### config.mk
export PLATFORM = sky130hd
export DESIGN_NAME = noise_window_detector
export DESIGN_NICKNAME = d
export VERILOG_FILES = /design/src/rtl/noise_window_detector.sv
export SDC_FILE = /design/constraint.sdc
export NUM_CORES = 1
export LEC_CHECK = 0
export ABC_AREA = 1
export CELL_PAD_IN_SITES_DETAIL_PLACEMENT = 2
export CELL_PAD_IN_SITES_GLOBAL_PLACEMENT = 2
export CORE_MARGIN = 3
export CORE_UTILIZATION = 34
export CTS_CLUSTER_DIAMETER = 100
export DETAILED_ROUTE_END_ITERATION = 6
export DONT_BUFFER_PORTS = 1
export PLACE_DENSITY = 0.8
export SLEW_MARGIN = 20
export SYNTH_ARGS = -nofsm -noshare
export SYNTH_HDL_FRONTEND = slang
export SYNTH_SLANG_ARGS = --single-unit
### constraint.sdc
create_clock -name clk -period 2.41 [get_ports clk]
set_input_delay 0.482 -clock clk [delete_from_list [all_inputs] [get_ports clk]]
set_output_delay 0.482 -clock clk [all_outputs]
set_load 0.05 [all_outputs]
### src/rtl/noise_window_detector.sv
// noise_window_detector
// Counts detail-coefficient samples whose magnitude exceeds Tn inside fixed
// windows of WIN_LEN valid samples. Select rises when a window holds at least
// CNT_TH exceedances. It falls only after HOLD_LEN consecutive quiet samples.
// Optional build macro NOISE_WINDOW_EVCNT_EN adds the noise_events counter,
// which counts CLEAN->NOISY entries and saturates.
//
// state | meaning
// ------+------------------------------------------------------------------
// CLEAN | no noise; Select=0
// NOISY | last closed window qualified as noisy; Select=1
// HOLD  | window went quiet, waiting HOLD_LEN quiet samples; Select=1
module noise_window_detector #(
    parameter int DATA_W   = 16,
    parameter int WIN_LEN  = 32,
    parameter int CNT_TH   = 4,
    parameter int HOLD_LEN = 64
) (
    input  logic                           clk,
    input  logic                           reset,
    input  logic                           valid,
    input  logic [DATA_W-1:0]              D1,
    input  logic [DATA_W-1:0]              Tn,
    output logic                           Select,
    output logic [$clog2(WIN_LEN+1)-1:0]   exceed_cnt,
    output logic                           win_done
`ifdef NOISE_WINDOW_EVCNT_EN
    ,
    output logic [15:0]                    noise_events
`endif
);

    localparam int CW = $clog2(WIN_LEN + 1);
    localparam int WW = $clog2(WIN_LEN);
    localparam int HW = $clog2(HOLD_LEN + 1);

    localparam logic [WW-1:0]     WIN_LAST  = WW'(WIN_LEN - 1);
    localparam logic [HW-1:0]     HOLD_LAST = HW'(HOLD_LEN - 1);
    localparam logic [CW-1:0]     CNT_TH_C  = CW'(CNT_TH);
    localparam logic [DATA_W-1:0] MAG_MAX   = {1'b0, {(DATA_W-1){1'b1}}};
    localparam logic [DATA_W-1:0] MOST_NEG  = {1'b1, {(DATA_W-1){1'b0}}};
    localparam logic [DATA_W-1:0] ONE_D     = {{(DATA_W-1){1'b0}}, 1'b1};

    typedef enum logic [1:0] {
        CLEAN = 2'd0,
        NOISY = 2'd1,
        HOLD  = 2'd2
    } state_t;

    state_t          state, state_nxt;
    logic [WW-1:0]   win_cnt;
    logic [HW-1:0]   hold_cnt, hold_nxt;
    logic [DATA_W-1:0] mag;
    logic            ex;
    logic            win_close;
    logic [CW-1:0]   final_cnt;
    logic            qualify;

    // Absolute value of D1; the most-negative code saturates so mag fits DATA_W
    always_comb begin
        if (!D1[DATA_W-1])
            mag = D1;
        else if (D1 == MOST_NEG)
            mag = MAG_MAX;
        else
            mag = (~D1) + ONE_D;
    end

    assign ex        = valid && (mag > Tn);
    assign win_close = valid && (win_cnt == WIN_LAST);
    assign final_cnt = exceed_cnt + {{(CW-1){1'b0}}, ex};
    assign qualify   = (final_cnt >= CNT_TH_C);

    // Window position and exceedance count; win_done pulses after each close
    always_ff @(posedge clk or posedge reset) begin
        if (reset) begin
            win_cnt    <= '0;
            exceed_cnt <= '0;
            win_done   <= 1'b0;
        end else begin
            win_done <= 1'b0;
            if (valid) begin
                if (win_close) begin
                    win_cnt    <= '0;
                    exceed_cnt <= '0;
                    win_done   <= 1'b1;
                end else begin
                    win_cnt    <= win_cnt + WW'(1);
                    exceed_cnt <= final_cnt;
                end
            end
        end
    end

    // Next-state and hold-off counter; a qualifying close beats hold expiry
    always_comb begin
        state_nxt = state;
        hold_nxt  = hold_cnt;
        if (valid) begin
            case (state)
                CLEAN: begin
                    if (win_close && qualify)
                        state_nxt = NOISY;
                end
                NOISY: begin
                    if (win_close && !qualify) begin
                        state_nxt = HOLD;
                        hold_nxt  = '0;
                    end
                end
                HOLD: begin
                    if (win_close && qualify) begin
                        state_nxt = NOISY;
                        hold_nxt  = '0;
                    end else if (ex) begin
                        hold_nxt = '0;
                    end else if (hold_cnt == HOLD_LAST) begin
                        state_nxt = CLEAN;
                        hold_nxt  = '0;
                    end else begin
                        hold_nxt = hold_cnt + HW'(1);
                    end
                end
                default: begin
                    state_nxt = CLEAN;
                    hold_nxt  = '0;
                end
            endcase
        end
    end

    // State register; Select is registered straight from the next state
    always_ff @(posedge clk or posedge reset) begin
        if (reset) begin
            state    <= CLEAN;
            hold_cnt <= '0;
            Select   <= 1'b0;
        end else begin
            state    <= state_nxt;
            hold_cnt <= hold_nxt;
            Select   <= (state_nxt != CLEAN);
        end
    end

`ifdef NOISE_WINDOW_EVCNT_EN
    // Count fresh noise episodes only (CLEAN->NOISY), saturating at all ones
    always_ff @(posedge clk or posedge reset) begin
        if (reset)
            noise_events <= '0;
        else if ((state == CLEAN) && (state_nxt == NOISY) && (noise_events != 16'hFFFF))
            noise_events <= noise_events + 16'd1;
    end
`endif

endmodule
==> results of run 1 <==
## metrics by stage
stage               worst slack [ps]  hold slack [ps]  TNS [ps]
global placement               -1490              435    -19770
floorplan                      -1060              456    -12970
detailed placement             -1700              440    -22840
CTS                            -1300              148    -16290
## synth_stat cells
master	instances
a21boi_0	1
a21boi_2	1
a21o_1	1
a21oi_1	17
a22oi_1	1
a22oi_2	1
buf_2	1
clkbuf_1	2
clkinv_1	1
dfrtp_1	22
ha_1	22
inv_1	52
inv_2	3
inv_4	1
nand2_1	74
nand2_2	2
nand2_4	1
nand3_1	31
nand3_2	2
nand3_4	1
nand3b_1	1
nand4_1	4
nor2_1	23
nor2_2	2
nor2_4	2
nor3_1	8
nor3b_1	2
nor4_1	1
o21ai_0	12
o21ai_1	1
o21ai_2	1
o22ai_1	2
or2_1	1
or2_2	3
xnor2_1	1
xor2_1	5
## cell families after synthesis
logic type,after synthesis,share of synthesized area
buffers and inverters,60,0.111
XOR/XNOR,6,0.0255
AO/OA/AOI/OAI,38,0.106
adder cells (fa/ha/maj),22,0.134
AND/OR/NAND/NOR,158,0.357
flip-flops,22,0.267
## timing repair
| item | in CTS |
|---|---|
| setup endpoints to repair | 16 |
| gates resized for setup | 35 |
| gates cloned | 1 |
| setup buffers | 20 |
| pin swaps | 33 |
==> flow_summary.yaml, run 1 <==
outcome:
  status: "aborted with a tool error"
  haltStage: "global routing (5_1_grt)"
  stop_error: "[ERROR DPL-0033] detailed placement checks failed during check placement."
sta:
  endpoint_type: "register input"
  worst_endpoint: "hold_cnt[0]$_DFFE_PP0P_/D"
floorplan:
  row_count: 27
  die_y_um: 83.8
  pin_count: 43
  fp.dieW_um: 83.8
  start_util: 0.363
placement:
  place.gp.congestion: 0.766
  io_buffers: 0
  dp_cells: 400
  placement.cell_area_mm2: 0.00240
  hpwlAfterDp_mm: 5.49
clock_tree:
  cts_max_path_buffers: 2
  clockRootBuffer: "clkbuf_8"
  ctsHoldBuffers: 0
  h-tree-depth: 1
  cts_sinks: 22
  numCtsBuffers: 3
yosys:
  synth_area_mm2: 0.00206
  yosys.area.top_type: "dfrtp_1"
  ys_types: 36
  synth.net_count: 363
  seq_area_frac_synth: 0.267
  yosysWarnings: 0
  netlist.area_leader.share: 0.267
  ys_ff_latch: 22
  synth_area_per_cell_um2: 6.73
  syn-instance-count: 306
  synth.area.top_cells: "dfrtp_1 (27%), nand2_1 (13%), ha_1 (13%), inv_1 (9.5%), nand3_1 (7.5%)"
grt:
  antenna_found_initial: 0
  grt_max_degree: 23
==> run 2: changes to the inputs <==
==> config.mk (replaced) <==
export PLATFORM = sky130hd
export DESIGN_NAME = noise_window_detector
export DESIGN_NICKNAME = d
export VERILOG_FILES = /design/src/rtl/noise_window_detector.sv
export SDC_FILE = /design/constraint.sdc
export NUM_CORES = 1
export LEC_CHECK = 0
export ABC_AREA = 1
export CORE_MARGIN = 3
export CORE_UTILIZATION = 40
export DETAILED_ROUTE_END_ITERATION = 6
export DONT_BUFFER_PORTS = 1
export PLACE_DENSITY_LB_ADDON = 0.15
export SLEW_MARGIN = 20
export SYNTH_ARGS = -nofsm -noshare
export SYNTH_HDL_FRONTEND = slang
export SYNTH_SLANG_ARGS = --single-unit
==> run 2 against run 1 <==
Effect of this change: synthesized cell count did not move; the flow now finishes, with violations (negative setup slack); area after synthesis stayed put.
==> flow_summary.yaml, run 2 <==
setup_path:
  crit_type: "primary input to flop"
  cp.arrival_ps: 3630
  required_ps: 2610
  cpMaxStageDelayCell: "ha_1"
  cpMostUsedCell: "nand2_1"
  path_buf_inv: 3
  end_kind: "flop"
  cp_top_family: "simple AND/OR/NAND/NOR gates"
  crit_fanout: 7
  cp_slowest_stage_delay_ps: 290
  start_kind: "primary input"
sta:
  tightest_slew_ps: 829
  setup_tns_ps: -12200
  max_freq_mhz: 292
  max-slew-margin-rel: 0.446
  min_period_ps: 3430
  min_period_over_period: 1.42
  finalHoldViolCount: 0
  drv_slew: 0
  fin_skew_ps: 8.59
  rsz0062_at_grt: "yes"
  final.setup.worst_slack_ps: -1020
  setup_viol: 16
yosys:
  async_flop_share: 1.00
  synth_area_mm2: 0.00206
  yosysMostFrequentCell: "nand2_1"
  seq_area_frac_synth: 0.267
  ys.flop_type: "dfrtp_1"
  synth_area_per_cell_um2: 6.73
  netlist.area_leader.share: 0.267
  ys_types: 36
  yosysWarnings: 0
  synthTopCellsByCount: "nand2_1 (74), inv_1 (52), nand3_1 (31)"
  yosys.area.top_type: "dfrtp_1"
  syn-instance-count: 306
  synth_edf_count: 0
  synth.area.top_cells: "dfrtp_1 (27%), nand2_1 (13%), ha_1 (13%), inv_1 (9.5%), nand3_1 (7.5%)"
  ys_ff_latch: 22
  synth.net_count: 363
power_and_ir_drop:
  p_sw_frac: 0.423
  irDropWorstVdd_v: 0.000459
  p_sw_mw: 0.623
  pwr_density_cell_mw_per_mm2: 568
  seq_power_share: 0.381
  p_clk_frac: 0.181
  p_comb_frac: 0.438
  p_int_mw: 0.850
  power.leakage_nw: 1.36
clock_tree:
  cts_max_path_buffers: 2
  ctsHoldBuffers: 0
  clk_latency_ps: 270
  cts_tree: "done"
  cts_sinks: 22
  h-tree-depth: 1
  numCtsBuffers: 3
  clkTransAtPathRegs_ps: 80
  clockRootBuffer: "clkbuf_8"
detailed_routing:
  routedWlPerCell_um: 11.6
  drc: 0
  drt-pass1-iter-count: 4
  totalWireLength_mm: 4.67
  antenna_left: 0
  first_iter_violations: 58
  vias: 1942
  drt-vias-per-instance: 4.83
layout:
  largest_reg_flops: 7
  antennaDiodeCount: 0
  nFillCells: 491
  final_common_cell: "nand2_1"
  final_net_count: 393
  reg_top3: "hold_cnt x7, exceed_cnt x6, win_cnt x5"
  utilization: 0.535
  layout-drive-gt1-share: 0.263
  regMostFlops: "hold_cnt"
  final_cell_mix: "nand2_1 (67), inv_1 (48), buf_4 (27)"
  area_growth_pct: 25.9
floorplan:
  core_mm2: 0.00485
  fp.dieW_um: 77.8
  fp.dieArea_mm2: 0.00605
  die_y_um: 77.8
  pin_count: 43
  start_util: 0.425
  row_count: 25
outcome:
  status: "finished with violations"
  violations: "negative setup slack"
grt:
  grt_pass1_wl_mm: 8.20
  antenna_found_initial: 0
  grt_pass1_vias: 1885
  grt-ovfl-total: 0
  grt_max_degree: 23
  track_usage: 0.162
hold_path:
  min_path_type: "primary input to async pin"
run:
  drv_cap: 0
placement:
  hpwlAfterDp_mm: 3.70
  place.gp.congestion: 0.787
  io_buffers: 0
[run 2: cell counts after synthesis]
No cell type changed its count.
[run 2: metrics by stage]
stage | setup slack, ps | total power, mW | cell area [µm²] | instances | hold slack [ps]
final | -1020 | 1.47 | 2590 | 402 | 260
after global routing | -1310 | 1.60 | 2590 | 402 | 298
after CTS | -1020 | 1.45 | 2470 | 398 | 300
after detailed placement | -1340 | 1.16 | 2380 | 393 | 485
after global placement | -1320 | 1.15 | 2380 | 393 | 482
after floorplan | -1060 | 1.01 | 2130 | 306 | 456
[run 2: power by group through the flow]
stage	combinational, mW	clock, mW	sequential [mW]
floorplan	0.349	0	0.658
global placement	0.590	0	0.561
detailed placement	0.600	0	0.561
CTS	0.617	0.274	0.557
global route	0.731	0.293	0.577
finish	0.645	0.266	0.562
[run 2: final cells by class]
type	instances	area (µm²)	share of cell area
multi-input cells	225	1480	0.571
flip-flops and latches	22	551	0.212
inverters	57	221	0.0854
repair buffers	27	203	0.0781
well taps	67	83.8	0.0323
clock buffers	4	55.1	0.0212
[run 2: worst reg2reg max path, delay by kind of cell, from the launching register on]
family          cells  cell delay, ps
compound gates      1             120
fa+ha+maj           2             420
buf+inv             3             320
flops               1             390
simple gates        6             580
[run 2: metal layers]
metal  vias to the layer above  track usage  wire, µm
li1                       1044            -         -
met5                         -            0         0
met3                         2       0.0348       149
met1                       869        0.235      2440
met4                         0       0.0160        12
met2                        27        0.253      2070
[run 2: kinds of logic (layout without fill, tap and decap cells)]
logic type | count (synthesis) | in the layout | share of synthesized area
adder cells (fa/ha/maj) | 22 | 22 | 0.134
AO/OA/AOI/OAI | 38 | 38 | 0.106
flip-flops | 22 | 22 | 0.267
XOR/XNOR | 6 | 6 | 0.0255
buffers and inverters | 60 | 88 | 0.111
AND/OR/NAND/NOR | 158 | 159 | 0.357
[run 2: worst paths after layout]
| check | start | endpoint | slack [ps] | depth (start not counted) |
|---|---|---|---|---|
| max | D1[5] | hold_cnt[4] | -1020 | 28 |
| min | reset | win_done | 260 | 1 |
| max reg2reg | win_cnt[0] | hold_cnt[4] | 530 | 12 |
| min reg2reg | win_cnt[4] | win_cnt[4] | 500 | 2 |
| max in group asynchronous | reset | exceed_cnt[0] | 1630 | 1 |
| min in group clk | valid | win_cnt[0] | 310 | 1 |
[run 2: repair_timing]
item,4_1_cts,5_1_grt
gates resized for setup,7,25
gates cloned,0,1
setup endpoints to repair,16,16
setup buffers,1,3
pin swaps,8,16
Note: power is estimated with default switching activity, not from simulation.
==> run 3: changes to the inputs <==
--- a/config.mk
+++ b/config.mk
@@ -11,6 +11,7 @@
 export DETAILED_ROUTE_END_ITERATION = 6
 export DONT_BUFFER_PORTS = 1
 export PLACE_DENSITY_LB_ADDON = 0.15
+export RECOVER_POWER = 100
 export SLEW_MARGIN = 20
 export SYNTH_ARGS = -nofsm -noshare
 export SYNTH_HDL_FRONTEND = slang
==> run 3 against run 2 <==
Effect of this change: register-to-register slack about the same; largest power group unchanged; die area unchanged; final cell count unchanged; largest cell class unchanged; clock power about the same; power down 1.4%; the run still ends with negative setup slack left.
==> flow_summary.yaml, run 3 (synthesis gave the netlist of run 2 again) <==
outcome:
  status: "finished with violations"
  violations: "negative setup slack"
layout:
  largest_reg_flops: 7
  area_growth_pct: 25.2
  fin_cells: 402
  layout-drive-gt1-share: 0.251
  final_common_cell: "nand2_1"
  final_net_count: 393
  final_cell_mix: "nand2_1 (67), inv_1 (48), nand3_1 (25)"
  antennaDiodeCount: 0
  reg_top3: "hold_cnt x7, exceed_cnt x6, win_cnt x5"
  regMostFlops: "hold_cnt"
placement:
  io_buffers: 0
  place.gp.congestion: 0.787
  dp_cells: 393
  hpwlAfterDp_mm: 3.70
floorplan:
  core_mm2: 0.00485
  start_util: 0.425
  row_count: 25
  die_y_um: 77.8
  pin_count: 43
  fp.dieW_um: 77.8
  fp.dieArea_mm2: 0.00605
clock_tree:
  numCtsBuffers: 3
  cts_tree: "done"
  clockRootBuffer: "clkbuf_8"
  cts_max_path_buffers: 2
  ctsHoldBuffers: 0
  clk_latency_ps: 270
  cts_sinks: 22
  clkTransAtPathRegs_ps: 80
  h-tree-depth: 1
grt:
  track_usage: 0.162
  antenna_found_initial: 0
  grt-ovfl-total: 0
  grt_max_degree: 23
  grt_use_met1: 0.235
  grt_pass1_wl_mm: 8.20
  grt.met2_usage: 0.253
  use_met3: 0.0348
  grt.busiest_layer: "met2"
  grt_pass1_vias: 1885
detailed_routing:
  drc: 0
  totalWireLength_mm: 4.67
  vias: 1940
  drt-vias-per-instance: 4.83
  antenna_left: 0
  drt-pass1-iter-count: 4
  first_iter_violations: 58
  routedWlPerCell_um: 11.6
sta:
  rsz0062_at_grt: "yes"
  tightest_slew_ps: 827
  fin_skew_ps: 9.07
  max-slew-margin-rel: 0.448
  finalHoldViolCount: 0
  setup_viol: 16
  min_period_ps: 3430
  max_freq_mhz: 292
  min_period_over_period: 1.42
  final.setup.worst_slack_ps: -1020
  drv_slew: 0
hold_path:
  min_path_type: "primary input to async pin"
power_and_ir_drop:
  p_sw_mw: 0.622
  irDropWorstVdd_v: 0.000438
  p_comb_frac: 0.431
  p_int_mw: 0.831
  p_sw_frac: 0.428
  power_mw: 1.45
  power.leakage_nw: 1.35
  seq_power_share: 0.386
  p_clk_frac: 0.183
  pwr_density_cell_mw_per_mm2: 563
setup_path:
  start_kind: "primary input"
  required_ps: 2610
  crit_fanout: 7
  end_kind: "flop"
  cp.arrival_ps: 3630
  crit_type: "primary input to flop"
run:
  drv_cap: 0
[run 3: changes by cell type in the layout (fill, tap and decap cells not counted), sizes merged]
cell / change
buf: -4
clkbuf: +4
[run 3: path summary, 6_finish.rpt]
check,slack (ps),cells after the start,end,startpoint
max,-1020,28,hold_cnt[4],D1[5]
min,260,1,win_done,reset
max reg2reg,530,12,hold_cnt[4],win_cnt[0]
min reg2reg,500,2,win_cnt[4],win_cnt[4]
max in group asynchronous,1630,1,exceed_cnt[0],reset
min in group clk,310,1,win_cnt[0],valid
[run 3: layer usage]
metal / vias up / wire length [µm]
li1: 1044 / -
met1: 866 / 2440
met2: 28 / 2060
met3: 2 / 156
met4: 0 / 12
met5: - / 0
[run 3: power by group through the flow]
stage	combinational, mW	sequential [mW]	clock, mW
2_1_floorplan	0.349	0.658	0
3_3_place_gp	0.590	0.561	0
3_5_place_dp	0.600	0.561	0
4_1_cts	0.617	0.557	0.274
5_1_grt	0.711	0.576	0.293
6_report	0.626	0.561	0.266
[run 3: layout make-up]
class	instances	area, µm²
clock buffer	4	55.1
multi-input combinational	225	1480
inverter	57	221
sequential	22	551
fill	495	2270
timing repair buffer	27	188
tap	67	83.8
[run 3: repair_timing]
item	4_1_cts	5_1_grt
cloned	0	1
endpoints found under the setup margin	16	16
hold endpoints to repair	0	0
buffers inserted	1	3
pin swaps	8	16
gates resized for setup	7	25
[run 3: worst max-delay path, stage by stage]
cell and delay [ps]:
or2_4 240, nor2_4 100, nand2_1 60, inv_2 80
nand3_4 90, nor2_4 200, nand3_2 110, inv_4 90
a21oi_2 30, o21ai_1 70, ha_1 290, a21oi_2 130
nand2_1 70, a21oi_2 130, nand2_1 80, nand2_2 70
inv_2 50, ha_4 170, ha_4 170, xnor2_2 130
nand2_1 80, nor2_2 120, nand2_1 80, nand2_1 70
nand2_2 60, nor2_4 170, nand2_2 80, o21ai_2 120
[run 3: metrics by stage]
step                      setup slack [ps]  utilization  cell area, µm²  hold WS (ps)  TNS (ps)
final                                -1020        0.532            2580           259    -12220
after global placement               -1320        0.490            2380           482    -17040
after CTS                            -1020        0.510            2470           300    -11920
after global routing                 -1310        0.532            2580           298    -16620
after floorplan                      -1060            -            2130           456    -12970
after detailed placement             -1340        0.490            2380           485    -17260
